===== config.mk =====
export PLATFORM = sky130hd
export DESIGN_NAME = sha_cu
export DESIGN_NICKNAME = d
export VERILOG_FILES = /design/src/rtl/sha_cu_pkg.sv /design/src/rtl/sha_round_cnt.sv /design/src/rtl/sha_cu.sv
export SDC_FILE = /design/constraint.sdc
export NUM_CORES = 1
export LEC_CHECK = 0
export CAP_MARGIN = 20
export CORE_AREA = 2 2 39 41
export CTS_BUF_LIST = sky130_fd_sc_hd__clkbuf_16
export DETAILED_ROUTE_END_ITERATION = 10
export DIE_AREA = 0 0 41 43
export GPL_ROUTABILITY_DRIVEN = 0
export PLACE_DENSITY_LB_ADDON = 0.12
export SYNTH_ARGS = -nofsm -noshare
export SYNTH_HDL_FRONTEND = slang
export SYNTH_SLANG_ARGS = --single-unit

===== constraint.sdc =====
create_clock -name usr_clk -period 3.4 [get_ports usr_clk]
set_clock_uncertainty 0.2 [all_clocks]
set_input_delay 0.34 -clock usr_clk [delete_from_list [all_inputs] [get_ports usr_clk]]
set_output_delay 0.34 -clock usr_clk [all_outputs]
set_load 0.01 [all_outputs]

===== src/rtl/sha_cu_pkg.sv =====
// Shared types and constants for the SHA-256 control unit.
//   sha_cu_state_t : FSM state encoding (IDLE/LOAD/RUN/DONE)
//   sha_cu_out_t   : bundle of the three control outputs
//   decode_outputs : Moore output decode for a given state
package sha_cu_pkg;

    localparam int SHA_ROUNDS = 64;
    localparam int SHA_CNT_W  = 6;

    typedef enum logic [1:0] {
        IDLE = 2'b00,
        LOAD = 2'b01,
        RUN  = 2'b10,
        DONE = 2'b11
    } sha_cu_state_t;

    typedef struct packed {
        logic cnt_en;
        logic valid;
        logic sel;
    } sha_cu_out_t;

    // Output values (cnt_en / valid / sel) owned by each state.
    function automatic sha_cu_out_t decode_outputs(input sha_cu_state_t st);
        sha_cu_out_t o;
        case (st)
            IDLE:    o = '{cnt_en: 1'b0, valid: 1'b0, sel: 1'b0};
            LOAD:    o = '{cnt_en: 1'b1, valid: 1'b0, sel: 1'b0};
            RUN:     o = '{cnt_en: 1'b1, valid: 1'b0, sel: 1'b1};
            DONE:    o = '{cnt_en: 1'b0, valid: 1'b1, sel: 1'b1};
            default: o = '{cnt_en: 1'b0, valid: 1'b0, sel: 1'b0};
        endcase
        return o;
    endfunction

endpackage


===== src/rtl/sha_round_cnt.sv =====
// Internal round counter, only built with SHA_CU_INT_CNT_EN defined.
// Ports:
//   clk   - clock
//   rst   - synchronous active-high reset
//   clr   - synchronous clear (held while the control unit is idle)
//   en    - advance one round
//   count - current round number, 0 .. ROUNDS-1
//   last  - high while count == ROUNDS-1
`ifdef SHA_CU_INT_CNT_EN
module sha_round_cnt #(
    parameter int ROUNDS = 64,
    parameter int CNT_W  = 6
) (
    input  logic             clk,
    input  logic             rst,
    input  logic             clr,
    input  logic             en,
    output logic [CNT_W-1:0] count,
    output logic             last
);

    // Round count register; wraps to zero after the last round.
    always_ff @(posedge clk) begin
        if (rst) begin
            count <= {CNT_W{1'b0}};
        end else if (clr) begin
            count <= {CNT_W{1'b0}};
        end else if (en) begin
            if (last) begin
                count <= {CNT_W{1'b0}};
            end else begin
                count <= count + CNT_W'(1);
            end
        end else begin
            count <= count;
        end
    end

    assign last = (count == CNT_W'(ROUNDS - 1));

endmodule
`endif


===== src/rtl/sha_cu.sv =====
// SHA-256 compression control unit (Moore FSM).
// Sequences one compression: LOAD (initial values into the datapath),
// RUN (round feedback) until the last-round flag, then DONE pulses o_valid.
// Ports:
//   usr_clk    - clock
//   usr_reset  - synchronous active-high reset
//   i_start    - start request, only honoured in IDLE
//   i_cnt_flag - last-round flag from the external round counter
//   o_cnt_en   - round-counter enable (LOAD, RUN)
//   o_valid    - one-cycle hash-valid pulse (DONE)
//   sel_1      - datapath mux: 0 = initial load, 1 = round feedback
//   o_round    - internal round count (only with SHA_CU_INT_CNT_EN)
// Build option SHA_CU_INT_CNT_EN: use an internal round counter instead of
// i_cnt_flag (which is then ignored) and expose it on o_round.
module sha_cu
    import sha_cu_pkg::*;
#(
    parameter int ROUNDS = SHA_ROUNDS
) (
    input  logic usr_clk,
    input  logic usr_reset,
    input  logic i_start,
    input  logic i_cnt_flag,
`ifdef SHA_CU_INT_CNT_EN
    output logic [$clog2(ROUNDS)-1:0] o_round,
`endif
    output logic o_cnt_en,
    output logic o_valid,
    output logic sel_1
);

    sha_cu_state_t state_r;
    sha_cu_state_t next_state_s;
    sha_cu_out_t   out_next_s;
    logic          last_flag_s;

`ifdef SHA_CU_INT_CNT_EN
    localparam int CNT_W = $clog2(ROUNDS);

    logic [CNT_W-1:0] round_s;
    logic             int_last_s;
    logic             cnt_clr_s;
    logic             unused_cnt_flag_s;

    assign cnt_clr_s         = (state_r == IDLE);
    assign unused_cnt_flag_s = i_cnt_flag;

    sha_round_cnt #(
        .ROUNDS (ROUNDS),
        .CNT_W  (CNT_W)
    ) u_round_cnt (
        .clk   (usr_clk),
        .rst   (usr_reset),
        .clr   (cnt_clr_s),
        .en    (o_cnt_en),
        .count (round_s),
        .last  (int_last_s)
    );

    assign o_round     = round_s;
    assign last_flag_s = int_last_s;
`else
    localparam int unused_rounds = ROUNDS;

    assign last_flag_s = i_cnt_flag;
`endif

    // Next-state logic plus output decode of the state being entered.
    always_comb begin
        next_state_s = state_r;
        case (state_r)
            IDLE: begin
                if (i_start) begin
                    next_state_s = LOAD;
                end else begin
                    next_state_s = IDLE;
                end
            end
            LOAD: next_state_s = RUN;
            RUN: begin
                if (last_flag_s) begin
                    next_state_s = DONE;
                end else begin
                    next_state_s = RUN;
                end
            end
            DONE:    next_state_s = IDLE;
            default: next_state_s = IDLE;
        endcase
        out_next_s = decode_outputs(next_state_s);
    end

    // State register; outputs are registered alongside it from the decode of
    // the next state, so they always equal decode_outputs(state_r).
    always_ff @(posedge usr_clk) begin
        if (usr_reset) begin
            state_r  <= IDLE;
            o_cnt_en <= 1'b0;
            o_valid  <= 1'b0;
            sel_1    <= 1'b0;
        end else begin
            state_r  <= next_state_s;
            o_cnt_en <= out_next_s.cnt_en;
            o_valid  <= out_next_s.valid;
            sel_1    <= out_next_s.sel;
        end
    end

endmodule


Yosys cells after proc, flatten, opt, wreduce, memory -nomap -nowiden. Cells that the tools add are included.

Equal/unequal tests: 6. Mux-type cells: 4. Reductions and logical operators: 2.

Operators with widths (count): case mux 3 bit (4 select lines) (1); == test 2 bit, second input constant (4); case mux 2 bit (4 select lines) (1); == test 2 x 1 -> 1 bit, second input constant (2); zero test 2 bit (2); 2-to-1 mux 1 bit (2).

Output and inout bits: 3. Register bits: 5. Input bits: 4.

Logic depth before layout (Yosys ltp). Gate-level depths: netlist of run 1.

Word-level depth: 4. Gate-level depth with buffers: 6. Gate-level depth less buffers: 6.

Worst setup path before layout of run 1. OpenSTA, ideal clock, no wires.

Path type: register to register. Start point: register sel_1 (netlist name). End point: register o_cnt_en. Stages on the path, launching flop included: 7. Buffers on the path: 0. Data required time: 3.086 ns. Clock period less this slack: 1.488 ns. Arrival: 1.174 ns. Setup slack: 1.912 ns. Cell sequence: dfxtp_1 > inv_1 > ha_1 > nand3b_4 > nand2_1 > ha_1 > nor2b_1.

RTL lines: end signal: assignment (RTL line sha_cu.sv:103) `o_cnt_en <= out_next_s.cnt_en;`; end: declaration (RTL line sha_cu.sv:27) `output logic o_cnt_en,`.

Worst setup path after layout of run 1.
Start point: register sel_1. End point: output port sel_1.

RTL lines: start: declaration (RTL line sha_cu.sv:29) `output logic sel_1`; start signal: assignment (RTL line sha_cu.sv:105) `sel_1 <= out_next_s.sel;`.

No word-level cell between the ends.

==> results by group, run 1 <==
STA
  – Final Hold Fails: 0
  – Tmin final: 1.65 ns
  – Max-Slew Margin vs Limit: 88.6%
  – Part of the cycle the worst path needs: 48.6%
  – Total Neg Setup Slack: 0 ns
  – RSZ-0062 raised after global routing: false
  – Final Max Tran Viols: 0
  – Transition time of the tightest slew-check pin: around 0.17 ns
  – Setup Viol. Count Final: 0
  – Max frequency: a little over 600 MHz

Floorplanning
  – IO Pins: 7
  – Core Footprint: 1380 um^2
  – Chip width: roughly 40 um
  – Die ar.: between 1500 and 2000 um^2
  – Die Height: 43 um
  – Row cnt: 14
  – Initial core utilization: between 10% and 20%

Power and ir drop
  – Power Dens Cells: 803 nW/um^2
  – Max IR drop VDD: between 100 and 150 uV
  – P_leak: 0.155 nW

Logic synthesis
  – Avg Cell Area, Syn: 11.3 um^2
  – Post-synth net total: 23
  – Sequential area share after synthesis: around 44%
  – Top-area cell type share of the netlist area: 44.4%
  – Syn Inst Count: 16
  – Leading cell types by total area after synthesis: dfxtp_1, ha_1, nand3b_4, nor2b_1, a21oi_2
  – Number of distinct library cells after synthesis: 7
  – Synth Cell Area: 180 um^2
  – Yosys reg bits: 4
  – Yosys warns: 0
  – Largest area contributor in the synthesized netlist: dfxtp_1

Routing
  – Vias: 142
  – Routed len/inst: around 8.7 um
  – Vias/cell: between 3 and 4
  – ANT nets after route: 0
  – DR pass1 iterations: 1
  – Residual DRC: 0
  – First DRT Iteration DRCs: 0
  – Post-Route WL: roughly 360 um

Clock tree
  – Post-CTS setup buffer count: 0
  – Cts repair resizes: 0
  – Clock transition at the registers of the reported paths: 0.03 ns
  – Worst-Skew Late Latency: roughly 0.22 ns
  – Count of hold-fix buffers inserted at cts: 0
  – Clock sinks: 4
  – Clk buf depth: 2
  – Root Driver: clkbuf_16
  – CTS tree: yes
  – # H-tree levels: 1
  – Number of CTS-inserted buffers: 3

GRT
  – First-pass GRT wire length: 607 um
  – Total GRT Usage: under 10%
  – Largest net degree at the start of global routing: 5
  – Vias in the first global route: 167
  – Antenna violations before repair: 0
  – GRT overflow: 0

Run status
  – Status: completed

Finish
  – Area growth syn-to-layout: 86.1%
  – Layout Nets: 34
  – Layout cell share with drive strength beyond 1: between 20% and 30%
  – Ant. Diodes: 0
  – Design Area, Final: 335 um^2

Placement
  – # port buffers: 6
  – DP Wirelength: between 200 and 300 um
  – Post-DP Area: 260 um^2

Worst setup path
  – WS Path Type: reg -> out
  – Delay-heaviest family, CP: buffers and inverters
  – WP data required: 2.86 ns
  – Cells along the critical path: clkdlybuf4s50_1
  – Worst setup EP type: output pin
  – Startpoint Class: register
  – Crit path max fanout: 3
  – Slowest Stage Delay on Critical Path: between 0.5 and 0.6 ns
  – Slowest CP cell: clkdlybuf4s50_1
  – Worst path arrival time: ~1.1 ns
  – CP bufs+invs: 1

Min path
  – Hold Crit Class: reg -> reg

Flow run
  – Max cap viols: 0
==> path summary, 6_finish.rpt <==
path,cells past startpoint,from,slack [ns],end
setup reg to reg,6,sel_1,1.90,o_cnt_en
setup / recovery,1,sel_1,1.75,sel_1
hold reg to reg,3,state_r[0],0.45,sel_1
hold / removal,3,state_r[0],0.45,sel_1
==> metrics by stage <==
step           setup WS, ns  utilization [%]  power [mW]  hold WS [ns]  instances
2_1_floorplan          1.91                -      0.0718         0.202         16
3_3_place_gp           1.71             18.8      0.0877         0.473         38
3_5_place_dp           1.71             18.8      0.0881         0.459         38
4_1_cts                1.72             24.2       0.276         0.473         41
5_1_grt                1.71             24.2       0.283         0.510         41
6_report               1.75             24.2       0.269         0.450         41
==> per-layer routing <==
layer	wire length, um	track usage, %
met5	0	0
met4	0	12.0
met3	3	1.57
met2	201	8.13
met1	153	4.81
==> layout by cell type (no fill, tap or decap) <==
master           count
inv_1                2
nand2_1              2
clkdlybuf4s50_1      6
a21oi_2              1
clkbuf_16            3
dfxtp_1              4
nor2b_1              3
nand3b_4             1
ha_1                 3
==> worst min-delay path: stages, from the launching register on <==
cell and delay (ns):
dfxtp_1 0.29, inv_1 0.06, ha_1 0.14, nor2b_1 0.12
==> cell usage after synthesis <==
cell,number
dfxtp_1,4
inv_1,2
ha_1,3
nand3b_4,1
nand2_1,2
nor2b_1,3
a21oi_2,1
==> cell type report <==
type,instances,area (um^2)
multi-input cells,10,92.6
clock buffers,3,75.1
fillers,163,1050
well taps,16,20.0
repair buffers,6,60.1
inverters,2,7.51
flip-flops and latches,4,80.1
==> where the power goes <==
| part | leakage (nW) | internal [mW] | switching, mW |
|---|---|---|---|
| Clock | 0.0370 | 0.150 | 0.0329 |
| Sequential | 0.0329 | 0.0526 | 0.00195 |
| Combinational | 0.0850 | 0.0191 | 0.0124 |
| Total | 0.155 | 0.222 | 0.0473 |
==> cell families (layout without fill, tap and decap cells) <==
kind of cell,after synthesis,after routing,synth area share [%]
AO/OA/AOI/OAI,1,1,4.86
buffers and inverters,2,11,4.17
flip-flops,4,4,44.4
adder cells (fa/ha/maj),3,3,20.8
AND/OR/NAND/NOR,6,6,25.7
==> state kept, by name, indices dropped and copies added, names as in the netlist <==
name,flops
o_cnt_en,1
state_r,1
sel_1,1
o_valid,1
Note: power is estimated with default switching activity, not from simulation.
==> inputs of run 2 (changes only) <==
clock period = 1.49 ns   (was 3.4 ns; I/O delays follow)
==> run 2 against run 1 <==
  * Cell area is 7.1% higher
  * Critical endpoint unchanged
  * Non-clock buffer count is 1 higher
  * Sequential cell count stayed put
==> results by group, run 2 (synthesis gave the netlist of run 1 again) <==
Run status
  – Status: completed

GRT
  – Total GRT Usage: 5.02% (-1.2 points)
  – Antenna violations before repair: 0 (unchanged)
  – First-pass GRT wire length: 572 um (-5.8%)
  – GRT overflow: 0 (unchanged)
  – Largest net degree at the start of global routing: 5 (unchanged)
  – Vias in the first global route: 153 (-8.4%)

Placement
  – Placed Cells: 39 (+2.6%)
  – Post-DP Area: 268 um^2 (+2.9%)
  – DP Wirelength: 244 um (-9.7%)
  – # port buffers: 6 (unchanged)

Finish
  – Non-filler cells, final: 42 (+2.4%)
  – Ant. Diodes: 0 (unchanged)
  – Design Area, Final: 359 um^2 (+7.1%)
  – Area growth syn-to-layout: 99.3%
  – Most frequent cells in the layout: clkdlybuf4s50_1, nor2b_1, clkbuf_16, dfxtp_1
  – Layout Nets: 35 (+2.9%)
  – Layout cell share with drive strength beyond 1: 42.3% (+22 points)
  – Most common cell after layout, fill and taps aside: clkdlybuf4s50_1

Worst setup path
  – Worst setup EP type: output pin
  – Slowest Stage Delay on Critical Path: 0.54 ns (about the same)
  – Slowest CP cell: clkdlybuf4s50_1
  – Cells along the critical path: clkdlybuf4s50_1
  – Crit path max fanout: 3 (unchanged)
  – WS Path Type: reg -> out
  – Startpoint Class: register
  – WP data required: 1.14 ns (-1.72 ns)
  – Delay-heaviest family, CP: buffers and inverters
  – Worst path arrival time: 1.10 ns (about the same)
  – CP bufs+invs: 1 (unchanged)

Routing
  – Vias/cell: 3.29 (-5.1%)
  – ANT nets after route: 0 (unchanged)
  – DR WL met2: 175 um (-13%)
  – Vias: 138 (-2.8%)
  – Post-Route WL: 351 um (-2.0%)
  – Routed len/inst: 8.36 um (-4.3%)
  – Residual DRC: 0 (unchanged)
  – WL met3: 13 um (+330%)
  – First DRT Iteration DRCs: 0 (unchanged)
  – DR pass1 iterations: 1 (unchanged)
  – Top sig layer: met3
  – Metal-1 WL: 162 um (+5.9%)

Clock tree
  – Number of CTS-inserted buffers: 3 (unchanged)
  – Clock sinks: 4 (unchanged)
  – # H-tree levels: 1 (unchanged)
  – Root Driver: clkbuf_16
  – CTS tree: yes
  – Clock transition at the registers of the reported paths: 0.03 ns (about the same)
  – Worst-Skew Late Latency: 0.22 ns (about the same)
  – Clk buf depth: 2 (unchanged)

STA
  – Tmin final: about 1.4 ns
  – Final Hold Fails: 0 (unchanged)
  – Transition time of the tightest slew-check pin: 0.174 ns (+0.00268 ns)
  – Final Max Tran Viols: 0 (unchanged)
  – Max-Slew Margin vs Limit: 88.4% (-0.18 points)
  – Setup Viol. Count Final: 0 (unchanged)
  – Max frequency: around 690 MHz
  – Part of the cycle the worst path needs: 97.0%

Floorplanning
  – Die Height: 43 um (unchanged)
  – Initial core utilization: 13.0% (unchanged)
  – Chip width: 41 um (unchanged)
  – Core Footprint: 1380 um^2 (unchanged)
  – Die ar.: 1760 um^2 (unchanged)
  – IO Pins: 7 (unchanged)
  – Row cnt: 14 (unchanged)

Power and ir drop
  – Tot Pwr: 0.620 mW (+130%)
  – Power Dens Cells: 1730 nW/um^2 (+110%)
  – P_leak: 0.161 nW (+3.7%)
  – Max IR drop VDD: 312 uV (+130%)

Min path
  – Hold Crit Class: in -> reg

Flow run
  – Max cap viols: 0 (unchanged)
-- run 2: worst paths after layout --
check / startpoint / to / slack (ns) / cells past startpoint
min reg2reg: state_r[0] / sel_1 / 0.44 / 3
max reg2reg: sel_1 / o_cnt_en / 0.06 / 6
min: i_start / state_r[0] / 0.31 / 3
max: sel_1 / sel_1 / 0.04 / 1
-- run 2: timing repair --
item                                    CTS  global route
setup buffers                             0             0
pin swaps                                 0             2
endpoints found under the setup margin    1             1
hold buffers                              0             0
resized for setup                         1             5
-- run 2: final cells by class --
type	count	area, um^2
Multi-Input combinational cell	10	108
Fill cell	150	1020
Timing Repair Buffer	7	67.6
Sequential cell	4	81.3
Tap cell	16	20.0
Clock buffer	3	75.1
Inverter	2	7.51
-- run 2: through the flow --
step           setup WS, ns   TNS (ns)  hold slack, ns  util, %
6_report             0.0442          0           0.312     25.9
4_1_cts              0.0210          0           0.325     24.9
2_1_floorplan       0.00232          0          0.0114        -
3_5_place_dp      -0.000412  -0.000412           0.464     19.3
3_3_place_gp       -0.00202   -0.00202           0.469     19.3
5_1_grt           -0.000913  -0.000913           0.342     25.9
-- run 2: where the power goes --
group          switching (mW)  internal (mW)  total, mW
Sequential            0.00580          0.121      0.127
Combinational          0.0324         0.0508     0.0832
Clock                  0.0678          0.342      0.410
-- run 2: metal layers --
metal,vias to the layer above,track usage [%]
met4,0,6.00
met1,65,5.77
li1,70,-
met2,3,6.25
met5,-,0
met3,0,1.57
